## config.mk

```make
export PLATFORM = sky130hd
export DESIGN_NAME = m_imem_loader
export DESIGN_NICKNAME = d
export VERILOG_FILES = /design/src/rtl/cpu_defs.sv /design/src/rtl/m_imem_loader_packer.sv /design/src/rtl/m_imem_loader.sv
export SDC_FILE = /design/constraint.sdc
export NUM_CORES = 1
export LEC_CHECK = 0
export ABC_CLOCK_PERIOD_IN_PS = 4800
export BUFFER_PORTS_ARGS = -buffer_cell sky130_fd_sc_hd__buf_2
export CAP_MARGIN = 20
export CORE_MARGIN = 10
export CORE_UTILIZATION = 51
export CTS_BUF_LIST = sky130_fd_sc_hd__clkbuf_16
export CTS_CLUSTER_DIAMETER = 80
export DETAILED_ROUTE_END_ITERATION = 8
export GPL_TIMING_DRIVEN = 0
export PLACE_DENSITY_LB_ADDON = 0.2
export REMOVE_ABC_BUFFERS = 1
export SYNTH_ARGS = -nofsm -noshare
export SYNTH_HDL_FRONTEND = slang
export SYNTH_SLANG_ARGS = --single-unit
export TNS_END_PERCENT = 50
```

## constraint.sdc

```tcl
create_clock -name w_clk -period 4.8 [get_ports w_clk]
set_input_delay 0.96 -clock w_clk [delete_from_list [all_inputs] [get_ports w_clk]]
set_output_delay 0.96 -clock w_clk [all_outputs]
set_load 0.005 [all_outputs]
```

## src/rtl/cpu_defs.sv

```systemverilog
// Shared CPU definitions: instruction-memory geometry and the program-loader
// state encoding.
package cpu_defs;

  localparam int IMEM_ADDR_W = 6;
  localparam int IMEM_DEPTH  = 64;
  localparam int LEN_W       = 16;

  typedef enum logic [2:0] {
    S_LEN0  = 3'd0,
    S_LEN1  = 3'd1,
    S_DATA  = 3'd2,
    S_WRITE = 3'd3,
    S_DONE  = 3'd4,
    S_ERR   = 3'd5
  } loader_state_e;

endpackage

```

## src/rtl/m_imem_loader_packer.sv

```systemverilog
// Little-endian byte packer: drops each accepted byte into lane byte_idx of a
// 32-bit word and flags the byte that completes the word.
module m_byte_packer (
  input  logic        w_clk,
  input  logic        w_rst,
  input  logic        w_clear,
  input  logic        w_byte_valid,
  input  logic [7:0]  w_byte,
  output logic [31:0] w_word,
  output logic        w_word_done
);

  logic [31:0] word_q, word_d;
  logic [1:0]  idx_q, idx_d;

  // NOTE: combinational blocks use blocking '=' with defaults assigned first,
  // so every path drives every output and no latch is inferred.
  always_comb begin
    word_d = word_q;
    idx_d  = idx_q;
    if (w_clear) begin
      word_d = '0;
      idx_d  = '0;
    end else if (w_byte_valid) begin
      word_d[{idx_q, 3'b000} +: 8] = w_byte;
      idx_d                        = idx_q + 2'd1;
    end
  end

  // NOTE: state registers use non-blocking '<=' so every flop samples the
  // pre-edge values of the others.
  always_ff @(posedge w_clk or posedge w_rst) begin
    if (w_rst) begin
      word_q <= '0;
      idx_q  <= '0;
    end else begin
      word_q <= word_d;
      idx_q  <= idx_d;
    end
  end

  assign w_word      = word_q;
  assign w_word_done = w_byte_valid & ~w_clear & (idx_q == 2'd3);

endmodule

```

## src/rtl/m_imem_loader.sv

```systemverilog
// Program loader: parses a length-prefixed byte stream, writes little-endian
// words into imem at consecutive addresses, then releases the core.
module m_imem_loader
  import cpu_defs::*;
#(
  parameter int ADDR_W = IMEM_ADDR_W,
  parameter int DEPTH  = IMEM_DEPTH   // must equal 2**ADDR_W
) (
  input  logic              w_clk,
  input  logic              w_rst,
  input  logic              w_rx_valid,
  input  logic [7:0]        w_rx_data,
  output logic              w_rx_ready,
  output logic              w_we,
  output logic [ADDR_W-1:0] w_waddr,
  output logic [31:0]       w_wdata,
  output logic              w_cpu_run,
  output logic              w_err,
  output logic [ADDR_W:0]   w_words_loaded
);

  loader_state_e    state_q, state_d;
  logic [LEN_W-1:0] len_q, len_d;
  logic [ADDR_W:0]  word_idx_q, word_idx_d;

  logic             rx_xfer;
  logic             pk_clear;
  logic             pk_valid;
  logic             pk_done;
  logic [LEN_W-1:0] len_full;
  logic [LEN_W-1:0] next_count;

  assign rx_xfer    = w_rx_valid & w_rx_ready;
  assign pk_valid   = rx_xfer & (state_q == S_DATA);
  assign len_full   = {w_rx_data, len_q[7:0]};
  // One extra counter bit lets N == DEPTH finish without the index wrapping.
  assign next_count = {{(LEN_W-ADDR_W-1){1'b0}}, word_idx_q} + LEN_W'(1);

  m_byte_packer u_packer (
    .w_clk        (w_clk),
    .w_rst        (w_rst),
    .w_clear      (pk_clear),
    .w_byte_valid (pk_valid),
    .w_byte       (w_rx_data),
    .w_word       (w_wdata),
    .w_word_done  (pk_done)
  );

  always_comb begin
    state_d    = state_q;
    len_d      = len_q;
    word_idx_d = word_idx_q;
    pk_clear   = 1'b0;
    unique case (state_q)
      S_LEN0: if (rx_xfer) begin
        len_d[7:0] = w_rx_data;
        state_d    = S_LEN1;
      end
      S_LEN1: if (rx_xfer) begin
        len_d = len_full;
        if (len_full == '0 || len_full > LEN_W'(DEPTH)) begin
          state_d = S_ERR;
        end else begin
          state_d    = S_DATA;
          word_idx_d = '0;
          pk_clear   = 1'b1;
        end
      end
      S_DATA: if (pk_done) state_d = S_WRITE;
      S_WRITE: begin
        word_idx_d = word_idx_q + 1'b1;
        state_d    = (next_count == len_q) ? S_DONE : S_DATA;
      end
      S_DONE:  state_d = S_DONE;
      S_ERR:   state_d = S_ERR;
      default: state_d = S_ERR;
    endcase
  end

  always_ff @(posedge w_clk or posedge w_rst) begin
    if (w_rst) begin
      state_q    <= S_LEN0;
      len_q      <= '0;
      word_idx_q <= '0;
    end else begin
      state_q    <= state_d;
      len_q      <= len_d;
      word_idx_q <= word_idx_d;
    end
  end

  // Handshake and status outputs depend on state alone, never on w_rx_valid.
  always_comb begin
    w_rx_ready = 1'b0;
    w_we       = 1'b0;
    w_cpu_run  = 1'b0;
    w_err      = 1'b0;
    unique case (state_q)
      S_LEN0, S_LEN1, S_DATA: w_rx_ready = 1'b1;
      S_WRITE:                w_we       = 1'b1;
      S_DONE:                 w_cpu_run  = 1'b1;
      S_ERR:                  w_err      = 1'b1;
      default:                w_err      = 1'b1;
    endcase
  end

  assign w_waddr        = word_idx_q[ADDR_W-1:0];
  assign w_words_loaded = word_idx_q;

endmodule

```

# After elaboration in Yosys (flattened, before gate mapping)
# Index checks and enable logic that the tools add are counted.
totals:
  reg_bits: 60
  output_inout_bits: 49
  word_cells: 63
op_classes:
  addsub: 4
  order_cmp: 1
  n_eq_ne: 10
  shifts: 2
  muxes: 23
  bitwise: 6
  reduce_logical: 11
ops:
  columns: ["op", "count"]
  rows:
  - ["two-way mux 32 bit", 2]
  - ["bitwise mux 32 bit", 1]
  - ["variable shift 8 x 7 -> 32 bit (first input constant)", 1]
  - ["indexed part select 8 x 7 -> 32 bit", 1]
  - ["== test 8 x 16 -> 1 bit", 1]
  - ["greater-than comparator 16 x 7 -> 1 bit (second input constant)", 1]
  - ["logical NOT 16 bit", 1]
  - ["case mux 8 bit (2 select lines)", 1]
  - ["two-way mux 3 bit", 5]
  - ["case mux 3 bit (5 select lines)", 1]
  - ["two-way mux 7 bit", 2]
  - ["case mux 7 bit (2 select lines)", 1]
  - ["AND reduction 3 bit", 3]
  - ["adder 7 x 1 -> 8 bit (second input constant)", 1]
  - ["two-way mux 8 bit", 1]
  - ["inequality test 2 bit (second input constant)", 4]
  - ["adder 7 x 1 -> 7 bit (second input constant)", 1]
  - ["two-way mux 1 bit", 7]
  - ["negator 5 -> 7 bit", 1]
  - ["== test 3 x 2 -> 1 bit (second input constant)", 2]
  - ["OR reduction 5 bit", 1]
  - ["bitwise AND 1 bit", 4]
  - ["two-way mux 2 bit", 2]
  - ["nonzero test 2 bit", 2]
  - ["9 further kinds", 10]

# Longest topological paths before layout
# Gate-level depths: netlist of run 1.
depth:
  depth_word: 11
  ltp_mapped: 6
  mapped_depth_nobuf: 6

# Hierarchy
# From an unflattened synthesis of run 1, not the netlist that was laid out.
unflattened:
  cells_unflattened: 271
  area_unflattened_um2: 3116.7
by_module_without_submodules:
  columns: ["mod", "n_inst", "cells_each", "area_per_inst_um2"]
  rows:
  - ["m_byte_packer", 1, 124, 1591.5]
  - ["m_imem_loader", 1, 147, 1525.2]

# Worst setup path before layout of run 1
# No wires, ideal clock.
synth_timing:
  kind: "input port to flip-flop"
  startpoint: "input w_rx_data[5]"
  endpoint: "register u_packer.word_q[10] (netlist: u_packer.w_word[10])"
  setup_ns: 0.121
  t_arrival_ns: 2.125
  required_ns: 4.679
  slack_ns: 2.554
  stages: 5
  n_path_buf: 0
  path_cell_list: "nor4_1 > nand3_1 > a2111oi_0 > o21ai_1 > a22o_1"
synth_via:
  elab_chain_len: 6
  word_cells_on_any_way: 11
  cone_classes: "order compare (1); shift (1); mux (6); reduce/logical (3)"
synth_rtl:
  columns: ["item", "line", "rtl"]
  rows:
  - ["start, declared", "m_imem_loader.sv:12", "input logic [7:0] w_rx_data,"]
  - ["greater-than comparator 16 x 7 -> 1 bit or logical NOT 16 bit (tied branches)", "m_imem_loader.sv:61", "if (len_full == '0 || len_full > LEN_W'(DEPTH)) begin"]
  - ["logical OR 1 bit", "m_imem_loader.sv:61", null]
  - ["two-way mux 1 bit", "m_imem_loader.sv:61", null]
  - ["two-way mux 1 bit", "m_imem_loader.sv:59", "S_LEN1: if (rx_xfer) begin"]
  - ["two-way mux 1 bit", "m_imem_loader.sv:54", "unique case (state_q)"]
  - ["two-way mux 32 bit or nonzero test 2 bit (tied branches)", null, null]
  - ["end signal, assigned", "m_imem_loader_packer.sv:37", "word_q <= word_d;"]
  - ["end, declared", "m_imem_loader_packer.sv:13", "logic [31:0] word_q, word_d;"]
# Several ways; a longest one is shown, not always the timed one. The select of a mux whose other input is x is not followed.
# A chain may end at the register's enable or synchronous reset.

# Final worst setup path of run 1
layout_timing:
  startpoint: "register state_q[1]"
  endpoint: "output w_we"
layout_via:
  elab_chain_len: 2
layout_rtl:
  columns: ["item", "line", "rtl"]
  rows:
  - ["start, declared", "m_imem_loader.sv:22", "loader_state_e state_q, state_d;"]
  - ["start signal, assigned", "m_imem_loader.sv:86", "state_q <= state_d;"]
  - ["== test 3 x 2 -> 1 bit", "m_imem_loader.sv:98", "unique case (state_q)"]
  - ["two-way mux 1 bit", "m_imem_loader.sv:98", null]
  - ["end, declared", "m_imem_loader.sv:14", "output logic w_we,"]
# Every way passes these cells.

==> summary.md, run 1 <==
| Metric | Value |
|---|---|
| Run status | `finished, final reports clean` |
| Top post-synthesis cells by count | `60 x dfrtp_1, 21 x nand2_1, 19 x nor2_1` |
| Setup tns final | `0 ns` |
| Layout cells sized above 1 | `30.23%` |
| Die Wd | `97.01 um` |
| Postcts setup bufs | `0` |
| Initial DRT Pass Iterations | `4` |
| Fin crit period | `2.582 ns` |
| Final setup vio count | `0` |
| Iter 0 DRT Violations | `112` |
| EDFF count, synth | `0` |
| WP data arrival | `1.62 ns` |
| Io pins | `60` |
| Worst skew pair latency | `0.33 ns` |
| Leak pwr | `0.001680 uW` |
| Fillcell total | `465` |
| Port bufs | `59` |
| Worst EP required | `3.84 ns` |
| Via count | `2458` |
| Storage cell area | `0.001501 mm2` |
| Nets | `356` |
| Final ANT Viol Nets | `0` |
| First-pass GRT wire length | `13.00 mm` |
| Combinational family with the most area after synthesis | `simple AND/OR/NAND/NOR gates` |
| Number of remaining DRC errors | `0` |
| Worst Hold Launch | `u_packer.w_word[12]` |
| Final Util | `64.20%` |
| Top FF cell, synth | `dfrtp_1` |
| Final hold vios | `0` |
| Core Area | `0.005642 mm2` |
| Vias/cell | `5.909` |
| Gpl congestion | `0.8016` |
| Cell taking the most area after synthesis | `dfrtp_1` |
| Largest net degree at the start of global routing | `34` |
| CP startpoint | `state_q[1]` |
| Area grow syn2layout | `19.78%` |
| Count of different cell masters after synthesis | `54` |
| Crit start category | `flip-flop` |
| Synth Register Bits | `60` |
| Asr flop ratio synth | `100.0%` |
| Initial antenna violation count | `0` |
| Post-synth top area share | `49.65%` |
| Upper clock frequency limit | `387.2 MHz` |
| CTS tree | `yes` |
| TritonCTS buffer count | `9` |
| Number of cells upsized or downsized after cts | `0` |
| Post-CTS Hold Fix Bufs | `0` |
| CTS Sinks | `60` |
| Clk slew on worst S/H paths | `0.05 ns` |
| Post-Synth Simple-Gate Area | `17.87%` |
| Critical-path maximum fanout | `16` |
| Pre-CTS setup slack | `2.036 ns` |
| Longest Clk Path Bufs | `2` |
| Adder-cell share of the synthesized area | `2.482%` |
| Synth area leaders | `dfrtp_1 50%, mux2_2 6.3%, a22o_1 4.3%, nand3_1 2.6%, nand2_1 2.6%` |
| Die H | `97.01 um` |
| Synth Warn # | `0` |
| Crit Path Category | `flip-flop to output port` |
| Mapped Area | `0.003024 mm2` |
| VDD IR max | `0.3086 mV` |
| Tightest Pin Transition | `0.9349 ns` |
| Cells after Synth | `283` |
| Synth Area in Compound Gates | `16.59%` |
| Area of the multi-input gates | `0.001386 mm2` |
| Rows | `27` |
| H-Tree Level Count | `3` |
| Grt ovf | `0` |
| Slew Limit Fails | `0` |
| Final WS setup | `2.218 ns` |
| Routed length per instance | `18.44 um` |
| Worst relative slew slack | `37.54%` |
| Reg2reg start | `state_q[0]` |
| Min-delay worst type | `flip-flop to flip-flop` |
| Register area share after synthesis | `49.65%` |
| Initial core utilization | `53.60%` |
| Vias in the first global route | `2572` |
| MaxCap Viol Count | `0` |
| XOR/XNOR Fraction of Synth Area | `1.738%` |
| Post-DP HPWL | `5.474 mm` |
| Final Cycle Share | `53.80%` |
| Root buffer cell | `clkbuf_16` |
| Crit. End Element | `output port` |
| Gr usage total | `16.33%` |
| Routed WL | `7.673 mm` |
| PD cells | `590.2 mW/mm2` |
| Synth Area per Inst | `10.69 um2` |
| Clock Skews | `0.007554 ns` |
| Multiplexer share of the synthesized area | `6.992%` |
| Reg2reg setup slack | `2.26 ns` |
| Diodes inserted | `0` |
| Die area | `0.009410 mm2` |
| RSZ-0062 raised after global routing | `no` |
| Count leader, synth | `dfrtp_1` |
## through the flow
step / instance area [um2] / cells / total power (uW) / hold WS [ns]
final: 3622 / 416 / 2138 / 0.4949
after global routing: 3622 / 416 / 2285 / 0.5097
after CTS: 3622 / 416 / 2160 / 0.4978
after detailed placement: 3331 / 400 / 1524 / 0.4813
after global placement: 3294 / 398 / 1494 / 0.4801
after floorplan: 2909 / 267 / 1245 / 0.4798
## critical path, stage by stage (launching register included)
cell and delay [ns]:
dfrtp_1 0.65, inv_1 0.23, nor2_1 0.25, buf_2 0.16
## where the power goes
part	switching [uW]	internal, uW	leakage (uW)
Combinational	284	348	0.000774
Sequential	184	694	0.000769
Clock	229	398	0.000137
Total	698	1440	0.00168
## worst paths after layout
path	endpoint	depth (start not counted)
max in group asynchronous	u_packer.w_word[30]	3
worst max-delay path	w_we	3
worst max register to register	u_packer.w_word[28]	5
min in group asynchronous	u_packer.w_word[24]	2
worst min register to register	u_packer.w_word[12]	1
worst min-delay path	u_packer.w_word[12]	1
## routing by layer
| layer | up-vias | wire length, um | share of wire (%) | track usage (%) |
|---|---|---|---|---|
| li1 | 1156 | - | - | - |
| met1 | 1221 | 3385 | 44 | 20.54 |
| met2 | 71 | 3726 | 49 | 25.56 |
| met3 | 10 | 471 | 6.1 | 4.258 |
| met4 | 0 | 90 | 1.2 | 7.441 |
| met5 | - | 0 | 0 | 0 |
## logic make-up after synthesis
kind of cell / after synthesis
DFF: 60
muxes: 19
xor gates and xnor gates: 6
AOI/OAI and AO/OA: 68
adders and majority gates: 6
buffers and inverters: 23
and+or+nand+nor: 101
## cells in the final DEF (no fill, tap or decap), types with 2 or more instances in the layout
master      netlist  routed
dfrtp_1          60      60
buf_2             2      59
nand2_1          21      21
nor2_1           19      19
mux2_2           17      17
nand3_1          16      16
a22o_1           15      15
a21oi_1          15      15
clkbuf_16         0       9
a22oi_1           8       8
nor2b_1           6       6
nor3_1            6       6
nand4_1           6       6
ha_1              6       6
inv_1             6       5
nor4_1            5       5
o21ai_0           5       5
and3_1            4       4
and2_1            4       4
xnor2_1           4       4
a211oi_1          4       3
nor3b_1           3       3
nand2b_1          2       2
nand3b_1          2       2
a21bo_2           2       2
a41o_1            2       2
mux2i_1           2       2
inv_2             1       2
o31ai_1           2       2
a211o_1           2       2
xor2_1            2       2
a31o_2            2       2
clkinv_1          0       2
clkinvlp_4        0       2
## registers in the layout, indices dropped and copies added, names as in the netlist
signal           count
u_packer.w_word     32
len_q               16
w_words_loaded       7
state_q              3
u_packer.idx_q       2
## layout make-up
| type | count | area share (%) |
|---|---|---|
| multi-input combinational | 200 | 38.27 |
| clock buffer | 9 | 6.218 |
| tap | 72 | 2.487 |
| inverter | 7 | 0.7254 |
| sequential | 60 | 41.45 |
| timing repair buffer | 61 | 9.016 |
| clock inverter | 7 | 1.831 |
Note: power is estimated with default switching activity, not from simulation.
==> run 2, diff against run 1 <==
- ABC_AREA: unset -> 1
- ABC_CLOCK_PERIOD_IN_PS: 4800 -> 2430
- clock period: 4.8 -> 2.43 ns (I/O delays scaled with it)
==> summary.md, run 2 <==
| Metric | Value |
|---|---|
| Run status | `finished, final reports clean (unchanged)` |
| Grt ovf | `0 (unchanged)` |
| Diodes inserted | `0 (unchanged)` |
| Min-delay worst type | `input port to asynchronous set/reset pin (was flip-flop to flip-flop)` |
| Clock power frac | `33.9% (was 29.3%)` |
| Setup tns final | `0 ns (unchanged)` |
| Max reg flops | `32 (unchanged)` |
| Seq pwr share | `41.3% (was 41.1%)` |
| Crit Path Category | `flip-flop to flip-flop (was flip-flop to output port)` |
| Final Cycle Share | `84.09%` |
| Crit path largest cell delay | `0.56 ns (was 0.65 ns)` |
| Crit start category | `flip-flop (unchanged)` |
| Leak pwr | `0.002157 uW (was 0.001680 uW)` |
| Top post-synthesis cells by count | `114 x nand2_1, 65 x inv_1, 60 x dfrtp_1 (was 60 x dfrtp_1, 21 x nand2_1, 19 x nor2_1)` |
| Final Util | `62.87% (was 64.20%)` |
| Postcts setup bufs | `0 (unchanged)` |
| Fin crit period | `2.043 ns` |
| Nets | `490 (was 356)` |
| Commonest non-fill, non-tap cells in the layout | `114 x nand2_1, 66 x inv_1, 60 x dfrtp_1, 59 x buf_2, 43 x o21ai_0 (was 60 x dfrtp_1, 59 x buf_2, 21 x nand2_1, 19 x nor2_1, 17 x mux2_2)` |
| Crit. End Element | `flip-flop (was output port)` |
| Power Total | `3148 uW (was 2138 uW)` |
| Gr usage total | `16.39% (was 16.33%)` |
| Fillcell total | `534 (was 465)` |
| Count leader, synth | `nand2_1 (was dfrtp_1)` |
| Initial DRT Pass Iterations | `4 (unchanged)` |
| Vias/cell | `5.172 (was 5.909)` |
| Worst skew pair latency | `0.32 ns (was 0.33 ns)` |
| Worst relative slew slack | `59.09% (was 37.54%)` |
| Layout cells sized above 1 | `18.66% (was 30.23%)` |
| Internal | `2112 uW (was 1440 uW)` |
| CTS tree | `yes (unchanged)` |
| Synth Warn # | `0 (unchanged)` |
| Asr flop ratio synth | `100.0% (unchanged)` |
| Rows | `28 (was 27)` |
| First-pass GRT wire length | `13.31 mm (was 13.00 mm)` |
| Post-synth top area share | `46.39% (was 49.65%)` |
| VDD IR max | `0.4652 mV (was 0.3086 mV)` |
| Gpl congestion | `0.8053 (was 0.8016)` |
| Port bufs | `59 (unchanged)` |
| MaxCap Viol Count | `0 (unchanged)` |
| Initial core utilization | `53.72% (was 53.60%)` |
| Cells after Synth | `417 (was 283)` |
| Number of cells upsized or downsized after cts | `0 (unchanged)` |
| Root buffer cell | `clkbuf_16 (unchanged)` |
| Worst EP required | `2.70 ns (was 3.84 ns)` |
| Tightest Pin Transition | `0.6127 ns (was 0.9349 ns)` |
| Top FF cell, synth | `dfrtp_1 (unchanged)` |
| Synth area leaders | `dfrtp_1 46%, nand2_1 13%, inv_1 7.5%, o21ai_0 6.6%, nand3_1 4.6% (was dfrtp_1 50%, mux2_2 6.3%, a22o_1 4.3%, nand3_1 2.6%, nand2_1 2.6%)` |
| Routed length per instance | `14.47 um (was 18.44 um)` |
| Via count | `2855 (was 2458)` |
| WP data arrival | `2.31 ns (was 1.62 ns)` |
| Slew Limit Fails | `0 (unchanged)` |
| CTS Sinks | `60 (unchanged)` |
| Number of remaining DRC errors | `0 (unchanged)` |
| Clk slew on worst S/H paths | `0.05 ns (about the same)` |
| Final ANT Viol Nets | `0 (unchanged)` |
| CP max stage cell | `dfrtp_1 (unchanged)` |
| Final hold vios | `0 (unchanged)` |
| Clock Skews | `0.005275 ns (was 0.007554 ns)` |
| Critical path, cell by cell | `inv_1 -> ha_1 -> nand2_1 -> or3_1 -> o21ai_0 -> nand2_1 -> inv_1 (was inv_1 -> nor2_1 -> buf_2)` |
| Storage cell area | `0.001501 mm2 (unchanged)` |
| Post-DP HPWL | `5.931 mm (was 5.474 mm)` |
| EDFF count, synth | `0 (unchanged)` |
| Count of different cell masters after synthesis | `35 (was 54)` |
| TritonCTS buffer count | `9 (unchanged)` |
| Area of the multi-input gates | `0.001368 mm2 (was 0.001386 mm2)` |
| RSZ-0062 raised after global routing | `no (unchanged)` |
| Post-CTS Hold Fix Bufs | `0 (unchanged)` |
| Synth Register Bits | `60 (unchanged)` |
| Io pins | `60 (unchanged)` |
| Synth Area per Inst | `7.762 um2 (was 10.69 um2)` |
| Iter 0 DRT Violations | `198 (was 112)` |
| Register area share after synthesis | `46.39% (was 49.65%)` |
| Vias in the first global route | `2809 (was 2572)` |
| Mapped Area | `0.003237 mm2 (was 0.003024 mm2)` |
| Final setup vio count | `0 (unchanged)` |
| Fin Hold WS | `0.2340 ns (was 0.4949 ns)` |
| Critical-path maximum fanout | `12 (was 16)` |
| Die Wd | `99.67 um (was 97.01 um)` |
| Area grow syn2layout | `17.05% (was 19.78%)` |
| Cell taking the most area after synthesis | `dfrtp_1 (unchanged)` |
| NetSw | `1035 uW (was 697.7 uW)` |
| Routed WL | `7.988 mm (was 7.673 mm)` |
| Most common cell after layout, fill and taps aside | `nand2_1 (was dfrtp_1)` |
| Switch share | `32.89% (was 32.63%)` |
| H-Tree Level Count | `3 (unchanged)` |
| Die H | `99.67 um (was 97.01 um)` |
| Upper clock frequency limit | `489.4 MHz` |
| Core Area | `0.006026 mm2 (was 0.005642 mm2)` |
| PD cells | `830.8 mW/mm2 (was 590.2 mW/mm2)` |
| Die area | `0.009933 mm2 (was 0.009410 mm2)` |
| Comb power frac | `24.7% (was 29.6%)` |
| Longest Clk Path Bufs | `2 (unchanged)` |
| Largest net degree at the start of global routing | `35 (was 34)` |
| Initial antenna violation count | `0 (unchanged)` |
==> run 2: worst max-delay path: cells and delay by family (launching register included) <==
kind,cells,cell delay (ns)
compound gates,1,0.16
buf+inv,2,0.24
simple gates,3,0.59
fa+ha+maj,1,0.44
flops,1,0.56
==> run 2: power groups by stage <==
stage               clock network [uW]  logic (uW)  registers, uW
detailed placement                   0         781           1310
finish                            1070         778           1300
global route                      1150         908           1330
floorplan                            0         582           1290
CTS                               1090         786           1300
global placement                     0         763           1310
==> run 2: routing by layer <==
| metal | GRT usage [%] | part of all wire, % | routed length, um | up-vias |
|---|---|---|---|---|
| li1 | - | - | - | 1452 |
| met1 | 18.78 | 44 | 3503 | 1334 |
| met2 | 26.98 | 48 | 3803 | 64 |
| met3 | 7.197 | 8.0 | 637 | 5 |
| met4 | 4.741 | 0.55 | 44 | 0 |
| met5 | 0 | 0 | 0 | - |
==> run 2: layout make-up <==
type,instances,area share [%]
Sequential cell,60,39.63
Multi-Input combinational cell,273,36.10
Timing Repair Buffer,60,8.322
Inverter,69,6.869
Clock buffer,9,5.945
Tap cell,75,2.477
Clock inverter,6,0.6605
==> run 2: kinds of logic (layout without fill, tap and decap cells) <==
| family | Yosys count | after routing | share of synthesized area, % |
|---|---|---|---|
| and+or+nand+nor | 192 | 192 | 26.21 |
| buffers and inverters | 84 | 144 | 11.36 |
| AOI/OAI and AO/OA | 73 | 73 | 13.10 |
| DFF | 60 | 60 | 46.39 |
| adders and majority gates | 6 | 6 | 2.319 |
| xor gates and xnor gates | 1 | 1 | 0.2706 |
| muxes | 1 | 1 | 0.3479 |
==> run 2: final timing paths <==
check,startpoint,depth (start not counted),slack (ns),to
max,u_packer.idx_q[0],7,0.39,u_packer.w_word[13]
min,w_rst,2,0.23,w_words_loaded[3]
max reg2reg,u_packer.idx_q[0],7,0.39,u_packer.w_word[13]
min reg2reg,len_q[12],2,0.49,len_q[12]
max in group asynchronous,w_rst,3,1.60,u_packer.w_word[20]
min in group w_clk,w_rx_data[2],3,0.45,len_q[2]
==> run 2: per-stage QoR <==
stage	std cells	setup slack (ns)	area, um2
after floorplan	402	0.4593	3129
after global placement	536	-0.3212	3518
after detailed placement	537	0.3435	3538
after global routing	552	0.2097	3789
after CTS	552	0.4058	3789
final	552	0.3866	3789
